File: config.mk
export PLATFORM = sky130hd
export DESIGN_NAME = xbar_route_sequencer
export DESIGN_NICKNAME = d
export VERILOG_FILES = /design/src/rtl/xbar_route_sequencer.sv
export SDC_FILE = /design/constraint.sdc
export NUM_CORES = 1
export LEC_CHECK = 0
export CORE_MARGIN = 8
export CORE_UTILIZATION = 40
export DETAILED_ROUTE_END_ITERATION = 16
export HOLD_SLACK_MARGIN = 0.05
export PLACE_DENSITY_LB_ADDON = 0.12
export SYNTH_ARGS = -nofsm -noshare
export SYNTH_HDL_FRONTEND = slang
export SYNTH_SLANG_ARGS = --single-unit
File: constraint.sdc
create_clock -name clk -period 5.1 [get_ports clk]
set_input_delay 0.765 -clock clk [delete_from_list [all_inputs] [get_ports clk]]
set_output_delay 0.765 -clock clk [all_outputs]
set_load 0.01 [all_outputs]
File: src/rtl/xbar_route_sequencer.sv
// Crossbar route sequencer: queues route requests, issues control words, holds each route for its transfer count.
// Optional watchdog in HOLD enabled by XBAR_ROUTE_SEQUENCER_TIMEOUT_EN (adds route_timeout port).
module xbar_route_sequencer #(
  parameter int N_INPUTS          = 2,
  parameter int N_OUTPUTS         = 2,
  parameter int CONTROL_BIT_WIDTH = 42,
  parameter int QUEUE_DEPTH       = 4,
  parameter int COUNT_WIDTH       = 8,
  parameter int TIMEOUT_CYCLES    = 255
) (
  input  logic clk,
  input  logic reset,
  input  logic [$clog2(N_INPUTS)+$clog2(N_OUTPUTS)+COUNT_WIDTH-1:0] req_msg,
  input  logic req_val,
  output logic req_rdy,
  output logic [CONTROL_BIT_WIDTH-1:0] control,
  output logic control_val,
  input  logic control_rdy,
  input  logic xfer_fire,
  output logic route_done,
`ifdef XBAR_ROUTE_SEQUENCER_TIMEOUT_EN
  output logic route_timeout,
`endif
  output logic busy
);

  localparam int IW = $clog2(N_INPUTS);
  localparam int OW = $clog2(N_OUTPUTS);
  localparam int SW = IW + OW;
  localparam int MW = SW + COUNT_WIDTH;
  localparam int CW = CONTROL_BIT_WIDTH;
  localparam int AW = $clog2(QUEUE_DEPTH);
  localparam logic [AW:0] PTR_ONE = 1;
  localparam logic [COUNT_WIDTH-1:0] CNT_ONE = 1;

  typedef enum logic [1:0] {
    IDLE,
    ISSUE,
    HOLD
  } state_e;

  state_e state_q, state_d;
  logic [AW:0] wr_ptr_q, wr_ptr_d;
  logic [AW:0] rd_ptr_q, rd_ptr_d;
  logic [MW-1:0] mem_q [QUEUE_DEPTH];
  logic [MW-1:0] head;
  logic [CW-1:0] ctrl_q, ctrl_d, head_word;
  logic [COUNT_WIDTH-1:0] rem_q, rem_d, head_cnt;
  logic done_q, done_d;
  logic empty, full, push, pop;

`ifdef XBAR_ROUTE_SEQUENCER_TIMEOUT_EN
  localparam int WDW = $clog2(TIMEOUT_CYCLES + 1);
  localparam logic [WDW-1:0] WD_LAST = WDW'(TIMEOUT_CYCLES - 1);
  localparam logic [WDW-1:0] WD_ONE = 1;
  logic [WDW-1:0] wdog_q, wdog_d;
  logic to_q, to_d;
  assign route_timeout = to_q;
`endif

  // Extra pointer bit distinguishes full from empty
  assign empty = (wr_ptr_q == rd_ptr_q);
  assign full = (wr_ptr_q[AW] != rd_ptr_q[AW]) &&
                (wr_ptr_q[AW-1:0] == rd_ptr_q[AW-1:0]);
  assign req_rdy = !full;
  assign push = req_val && !full;
  assign head = mem_q[rd_ptr_q[AW-1:0]];
  assign head_cnt = head[COUNT_WIDTH-1:0];

  always_comb begin
    head_word = '0;
    head_word[CW-1 -: SW] = head[MW-1 -: SW];
  end

  always_comb begin
    state_d = state_q;
    ctrl_d = ctrl_q;
    rem_d = rem_q;
    done_d = 1'b0;
    pop = 1'b0;
`ifdef XBAR_ROUTE_SEQUENCER_TIMEOUT_EN
    wdog_d = wdog_q;
    to_d = 1'b0;
`endif
    unique case (state_q)
      IDLE: begin
        if (!empty) state_d = ISSUE;
      end
      ISSUE: begin
        if (control_rdy) begin
          pop = 1'b1;
          ctrl_d = head_word;
          rem_d = head_cnt;
`ifdef XBAR_ROUTE_SEQUENCER_TIMEOUT_EN
          wdog_d = '0;
`endif
          if (head_cnt != '0) begin
            state_d = HOLD;
          end else begin
            state_d = IDLE;
            done_d = 1'b1;
          end
        end
      end
      HOLD: begin
        if (xfer_fire) begin
          rem_d = rem_q - CNT_ONE;
`ifdef XBAR_ROUTE_SEQUENCER_TIMEOUT_EN
          wdog_d = '0;
`endif
          if (rem_q == CNT_ONE) begin
            state_d = IDLE;
            done_d = 1'b1;
          end
        end
`ifdef XBAR_ROUTE_SEQUENCER_TIMEOUT_EN
        else if (wdog_q == WD_LAST) begin
          state_d = IDLE;
          to_d = 1'b1;
        end else begin
          wdog_d = wdog_q + WD_ONE;
        end
`endif
      end
      default: state_d = IDLE;
    endcase
  end

  assign wr_ptr_d = push ? wr_ptr_q + PTR_ONE : wr_ptr_q;
  assign rd_ptr_d = pop ? rd_ptr_q + PTR_ONE : rd_ptr_q;

  always_ff @(posedge clk) begin
    if (reset) begin
      state_q <= IDLE;
      wr_ptr_q <= '0;
      rd_ptr_q <= '0;
      ctrl_q <= '0;
      rem_q <= '0;
      done_q <= 1'b0;
`ifdef XBAR_ROUTE_SEQUENCER_TIMEOUT_EN
      wdog_q <= '0;
      to_q <= 1'b0;
`endif
    end else begin
      state_q <= state_d;
      wr_ptr_q <= wr_ptr_d;
      rd_ptr_q <= rd_ptr_d;
      ctrl_q <= ctrl_d;
      rem_q <= rem_d;
      done_q <= done_d;
`ifdef XBAR_ROUTE_SEQUENCER_TIMEOUT_EN
      wdog_q <= wdog_d;
      to_q <= to_d;
`endif
    end
  end

  always_ff @(posedge clk) begin
    if (push) mem_q[wr_ptr_q[AW-1:0]] <= req_msg;
  end

  assign control = (state_q == ISSUE) ? head_word : ctrl_q;
  assign control_val = (state_q == ISSUE);
  assign route_done = done_q;
  assign busy = (state_q != IDLE) || !empty;

endmodule

# After elaboration in Yosys (flattened, before gate mapping)
# Memory sizes are Yosys's and may differ from the RTL's. A register that Yosys moved wholly into a read port is not among the register bits.
# Cells that the tools add are included.
op_classes:
  addsub: 3
  n_mul: 0
  div: 0
  magnitude_cmp: 0
  n_eq_ne: 10
  shifts: 0
  n_mux: 21
  bitwise_logic: 0
  n_reduce_logical: 12
op_table:
  columns: ["cell", "n"]
  rows:
  - ["two-way mux 42 bit", 1]
  - ["two-way mux 8 bit", 2]
  - ["one-hot mux 8 bit (2 select lines)", 1]
  - ["two-way mux 2 bit", 7]
  - ["equality test 8 x 1 -> 1 bit, second input constant", 1]
  - ["two-way mux 1 bit", 8]
  - ["nonzero test 8 bit", 1]
  - ["subtractor 8 x 1 -> 8 bit, second input constant", 1]
  - ["adder 3 x 1 -> 3 bit, second input constant", 2]
  - ["!= test 2 bit, second input constant", 3]
  - ["one-hot mux 2 bit (3 select lines)", 1]
  - ["AND reduction 4 bit", 1]
  - ["nonzero test 2 bit", 2]
  - ["equality test 3 bit", 1]
  - ["AND reduction 3 bit", 1]
  - ["equality test 2 x 1 -> 1 bit, second input constant", 1]
  - ["equality test 2 bit", 1]
  - ["equality test 2 bit, second input constant", 1]
  - ["logical AND 1 bit", 2]
  - ["zero test 1 bit", 2]
  - ["zero test 2 bit", 1]
  - ["!= test 2 x 1 -> 1 bit, second input constant", 1]
  - ["one-hot mux 1 bit (2 select lines)", 1]
  - ["AND reduction 2 bit", 1]
  - ["2 further kinds", 2]
totals:
  ff_bits: 19
  latch_bits: 0
  ramBits: 40
  rom_bits: 0
  input_bits: 15
  out_inout_bits: 46
  elab_cells: 53
  memories: 1
memory_table:
  columns: ["memory", "depth", "word_bits", "read_ports", "rd_clocked_by_memory_dff", "wr", "line", "rtl"]
  rows:
  - ["mem_q", 4, 10, 1, 1, 1, "45", "logic [MW-1:0] mem_q [QUEUE_DEPTH];"]

# Longest topological paths before layout
logic_depth:
  depth_word: 6
  ltp_mapped: 8
  ltp_nobuf: 6

# Least setup slack after synthesis
# No wires, ideal clock.
synth_timing:
  path_type: "register to output"
  startpoint: "register with a tool-made name"
  endpoint: "output port control[40]"
  arrival_time_ps: 1315
  required_time_ps: 4335
  slack_ps: 3020
  stages_incl_launch_ff: 4
  n_path_buf: 1
  cell_sequence: "dfxtp_1 > buf_6 > mux4_1 > mux2_2"
synth_rtl:
  columns: ["element", "line", "rtl"]
  rows:
  - ["end: declaration", "16", "output logic [CONTROL_BIT_WIDTH-1:0] control,"]

==> results.json <==
{
  "path_cells": "mux4_1, mux2_2, clkdlybuf4s50_1",
  "p_sw_mw": 0.442,
  "drt_iter0_drc": 64,
  "whs_ns": 0.456,
  "drv_cap": 0,
  "synth_common_cells": "buf_4 (41), edfxtp_1 (40), dfxtp_1 (21)",
  "fp.coreArea_um2": 7290,
  "cp-endpoint": "control[41]",
  "post-cts-setup-buffer-count": 0,
  "path_depth": 3,
  "setup_violations": 0,
  "clockBufferDepth": 2,
  "grt_use_total": 0.107,
  "numCtsBuffers": 9,
  "place_congestion": 0.712,
  "r2r-end": "route_done",
  "leakage_nw": 1.23,
  "power_frac_comb": 0.265,
  "cts_tree": "done",
  "io_buffers": 20,
  "cp_num_buf_inv": 1,
  "worstPathMaxFanout": 10,
  "synth_top_area_frac": 0.397,
  "power.share.sequential": 0.427,
  "syn_area_per_cell_um2": 12.7,
  "stdcell_area_um2": 3340,
  "setup_tns_ns": 0,
  "clock_sinks": 61,
  "yosysMostFrequentCell": "buf_4",
  "ys_ff_latch": 61,
  "clock_latency_ns": 0.33,
  "cp_slowest_stage_delay_ns": 0.69,
  "top_usage_layer": "met2",
  "regToRegSetupSlack_ns": 2.71,
  "status": "finished, final reports clean",
  "first_global_vias": 1698,
  "dieWidth_um": 103,
  "synthesis.area_um2": 3030,
  "rsz0062_at_grt": "false",
  "gr-usage-met2": 0.167,
  "p_int_mw": 1.02,
  "grt_pass1_wl_um": 8440,
  "yosysTopAreaCell": "edfxtp_1",
  "holdBufCountCts": 0,
  "required_ns": 4.34,
  "drc": 0,
  "wl_um": 5330,
  "num_io_pins": 61,
  "grt_max_degree": 22,
  "peakVddDrop_mv": 0.238,
  "hpwlAfterDp_um": 3810,
  "globalRoute.totalOverflow": 0,
  "clock_skew_ns": 0.0101,
  "yosysSeqAreaShare": 0.536,
  "diodes": 0,
  "grt_antenna_before_repair": 0,
  "crit_family": "multiplexers",
  "async_flop_share": 0,
  "finalHoldViolations": 0,
  "synthCells": 238,
  "via_per_inst": 4.69,
  "drive_above_1_share": 0.102,
  "placed_cell_area_um2": 3140,
  "met1_usage": 0.131,
  "relSlewSlack": 0.447,
  "path_clk_slew_ns": 0.07,
  "critical_path.endpoint_type": "output pin",
  "fin_crit_sh": 0.628,
  "die-area_um2": 10600,
  "synthDistinctLibCells": 51,
  "clock_power_share": 0.308,
  "synth_ff_type": "edfxtp_1",
  "drt-wirelength-per-cell_um": 14.6,
  "ant_nets": 0,
  "cts.htree.levels": 3,
  "dp_cells": 348,
  "die_height_um": 103,
  "fmax_mhz": 312,
  "yosys-top-cells-area": "edfxtp_1 (40%), dfxtp_1 (14%), buf_4 (10%)",
  "cpMaxStageDelayCell": "dfxtp_1",
  "cts_root_buffer": "clkbuf_8",
  "cts_resized": 0,
  "ys_warn_count": 0,
  "worstSetupStartpointType": "register",
  "synthToLayoutAreaGrowth_pct": 10.4,
  "worstPathArrival_ns": 2.44,
  "synth_edf_count": 40,
  "instances_no_fill": 364,
  "swShare": 0.302,
  "finalMaxSlewViolations": 0,
  "rows": 31,
  "ff2ff_path_depth": 4,
  "hp-class": "reg2reg",
  "routed-via-count": 1707,
  "start_util": 0.415,
  "worst-setup-path-type": "reg2out",
  "grtUsageMet3": 0.0290,
  "final_nets": 285,
  "fin_crit_ns": 3.20,
  "worst_pin_slew_ns": 0.827,
  "drt_pass1_iterations": 4,
  "power.density_nw_per_um2": 439
}
routing by layer:
metal / share of wire / wire length [um] / vias to the layer above
li1: - / - / 837
met1: 0.44 / 2330 / 810
met2: 0.47 / 2500 / 55
met3: 0.081 / 431 / 5
met4: 0.014 / 76 / 0
met5: 0 / 0 / -
worst min-delay path: cells and delay by family, from the launching register on:
family	cells	cell delay, ns
compound gates	1	0.05
flops	1	0.31
simple gates	1	0.05
worst min-delay path by stage:
stage	startpoint	end	slack (ns)	cells after the start
after floorplan	ctrl_q[40]	ctrl_q[40]	0.43	2
after global placement	ctrl_q[40]	ctrl_q[40]	0.44	2
after detailed placement	ctrl_q[41]	ctrl_q[41]	0.45	2
after CTS	ctrl_q[41]	ctrl_q[41]	0.46	2
after global routing	ctrl_q[41]	ctrl_q[41]	0.48	2
final	ctrl_q[41]	ctrl_q[41]	0.46	2
power by group through the flow:
stage / combinational (mW) / sequential (mW) / clock [mW]
2_1_floorplan: 0.331 / 0.616 / 0
3_3_place_gp: 0.389 / 0.638 / 0
3_5_place_dp: 0.388 / 0.638 / 0
4_1_cts: 0.390 / 0.627 / 0.460
5_1_grt: 0.434 / 0.635 / 0.481
6_report: 0.389 / 0.626 / 0.451
metrics by stage:
step	setup slack (ns)	power [mW]	util
after floorplan	3.02	0.947	-
after global placement	2.21	1.03	0.430
after detailed placement	2.22	1.03	0.430
after CTS	1.85	1.48	0.458
after global routing	1.78	1.55	0.458
final	1.90	1.47	0.458
state kept, by name (all words and copies together), names as in the netlist, named ones only:
| register | flops |
|---|---|
| state_q | 2 |
| wr_ptr_q | 3 |
| rd_ptr_q | 3 |
| rem_q | 8 |
| route_done | 1 |
| ctrl_q | 2 |
| mem_q | 40 |
final cells by class:
type | instances | area, um^2
fillers | 671 | 3950
flip-flops and latches | 61 | 1620
multi-input cells | 157 | 1150
repair buffers | 20 | 200
clock buffers | 10 | 128
well taps | 99 | 124
clock inverters | 6 | 77.6
inverters | 11 | 41.3
cell usage in the layout (no fill, tap or decap), types with 2 or more instances in the layout:
| cell type | count |
|---|---|
| bufinv_16 | 2 |
| nor2_1 | 10 |
| o211ai_1 | 2 |
| and2_1 | 4 |
| o22ai_1 | 2 |
| clkinv_2 | 2 |
| ha_1 | 10 |
| nand2_1 | 14 |
| a21oi_1 | 11 |
| inv_1 | 11 |
| xor2_1 | 4 |
| dfxtp_1 | 21 |
| edfxtp_1 | 40 |
| clkinv_1 | 2 |
| nor2b_1 | 2 |
| a211oi_1 | 3 |
| clkbuf_8 | 9 |
| mux4_1 | 6 |
| xnor2_1 | 2 |
| nand3_1 | 5 |
| o31ai_1 | 2 |
| or4_4 | 2 |
| nand2b_1 | 3 |
| clkdlybuf4s50_1 | 20 |
| a311oi_1 | 2 |
| mux2_2 | 2 |
| mux4_2 | 4 |
| o21ai_0 | 5 |
| conb_1 | 40 |
kinds of logic after synthesis:
family                   count (synthesis)  share of synthesized area
other                                    1                    0.00124
multiplexers                            13                     0.0926
AND/OR/NAND/NOR                         49                     0.0872
XOR/XNOR                                 6                     0.0174
adder cells (fa/ha/maj)                 10                     0.0413
AO/OA/AOI/OAI                           39                     0.0917
buffers and inverters                   59                      0.133
flip-flops                              61                      0.536
No activity file was read; power rests on OpenSTA's default activity.
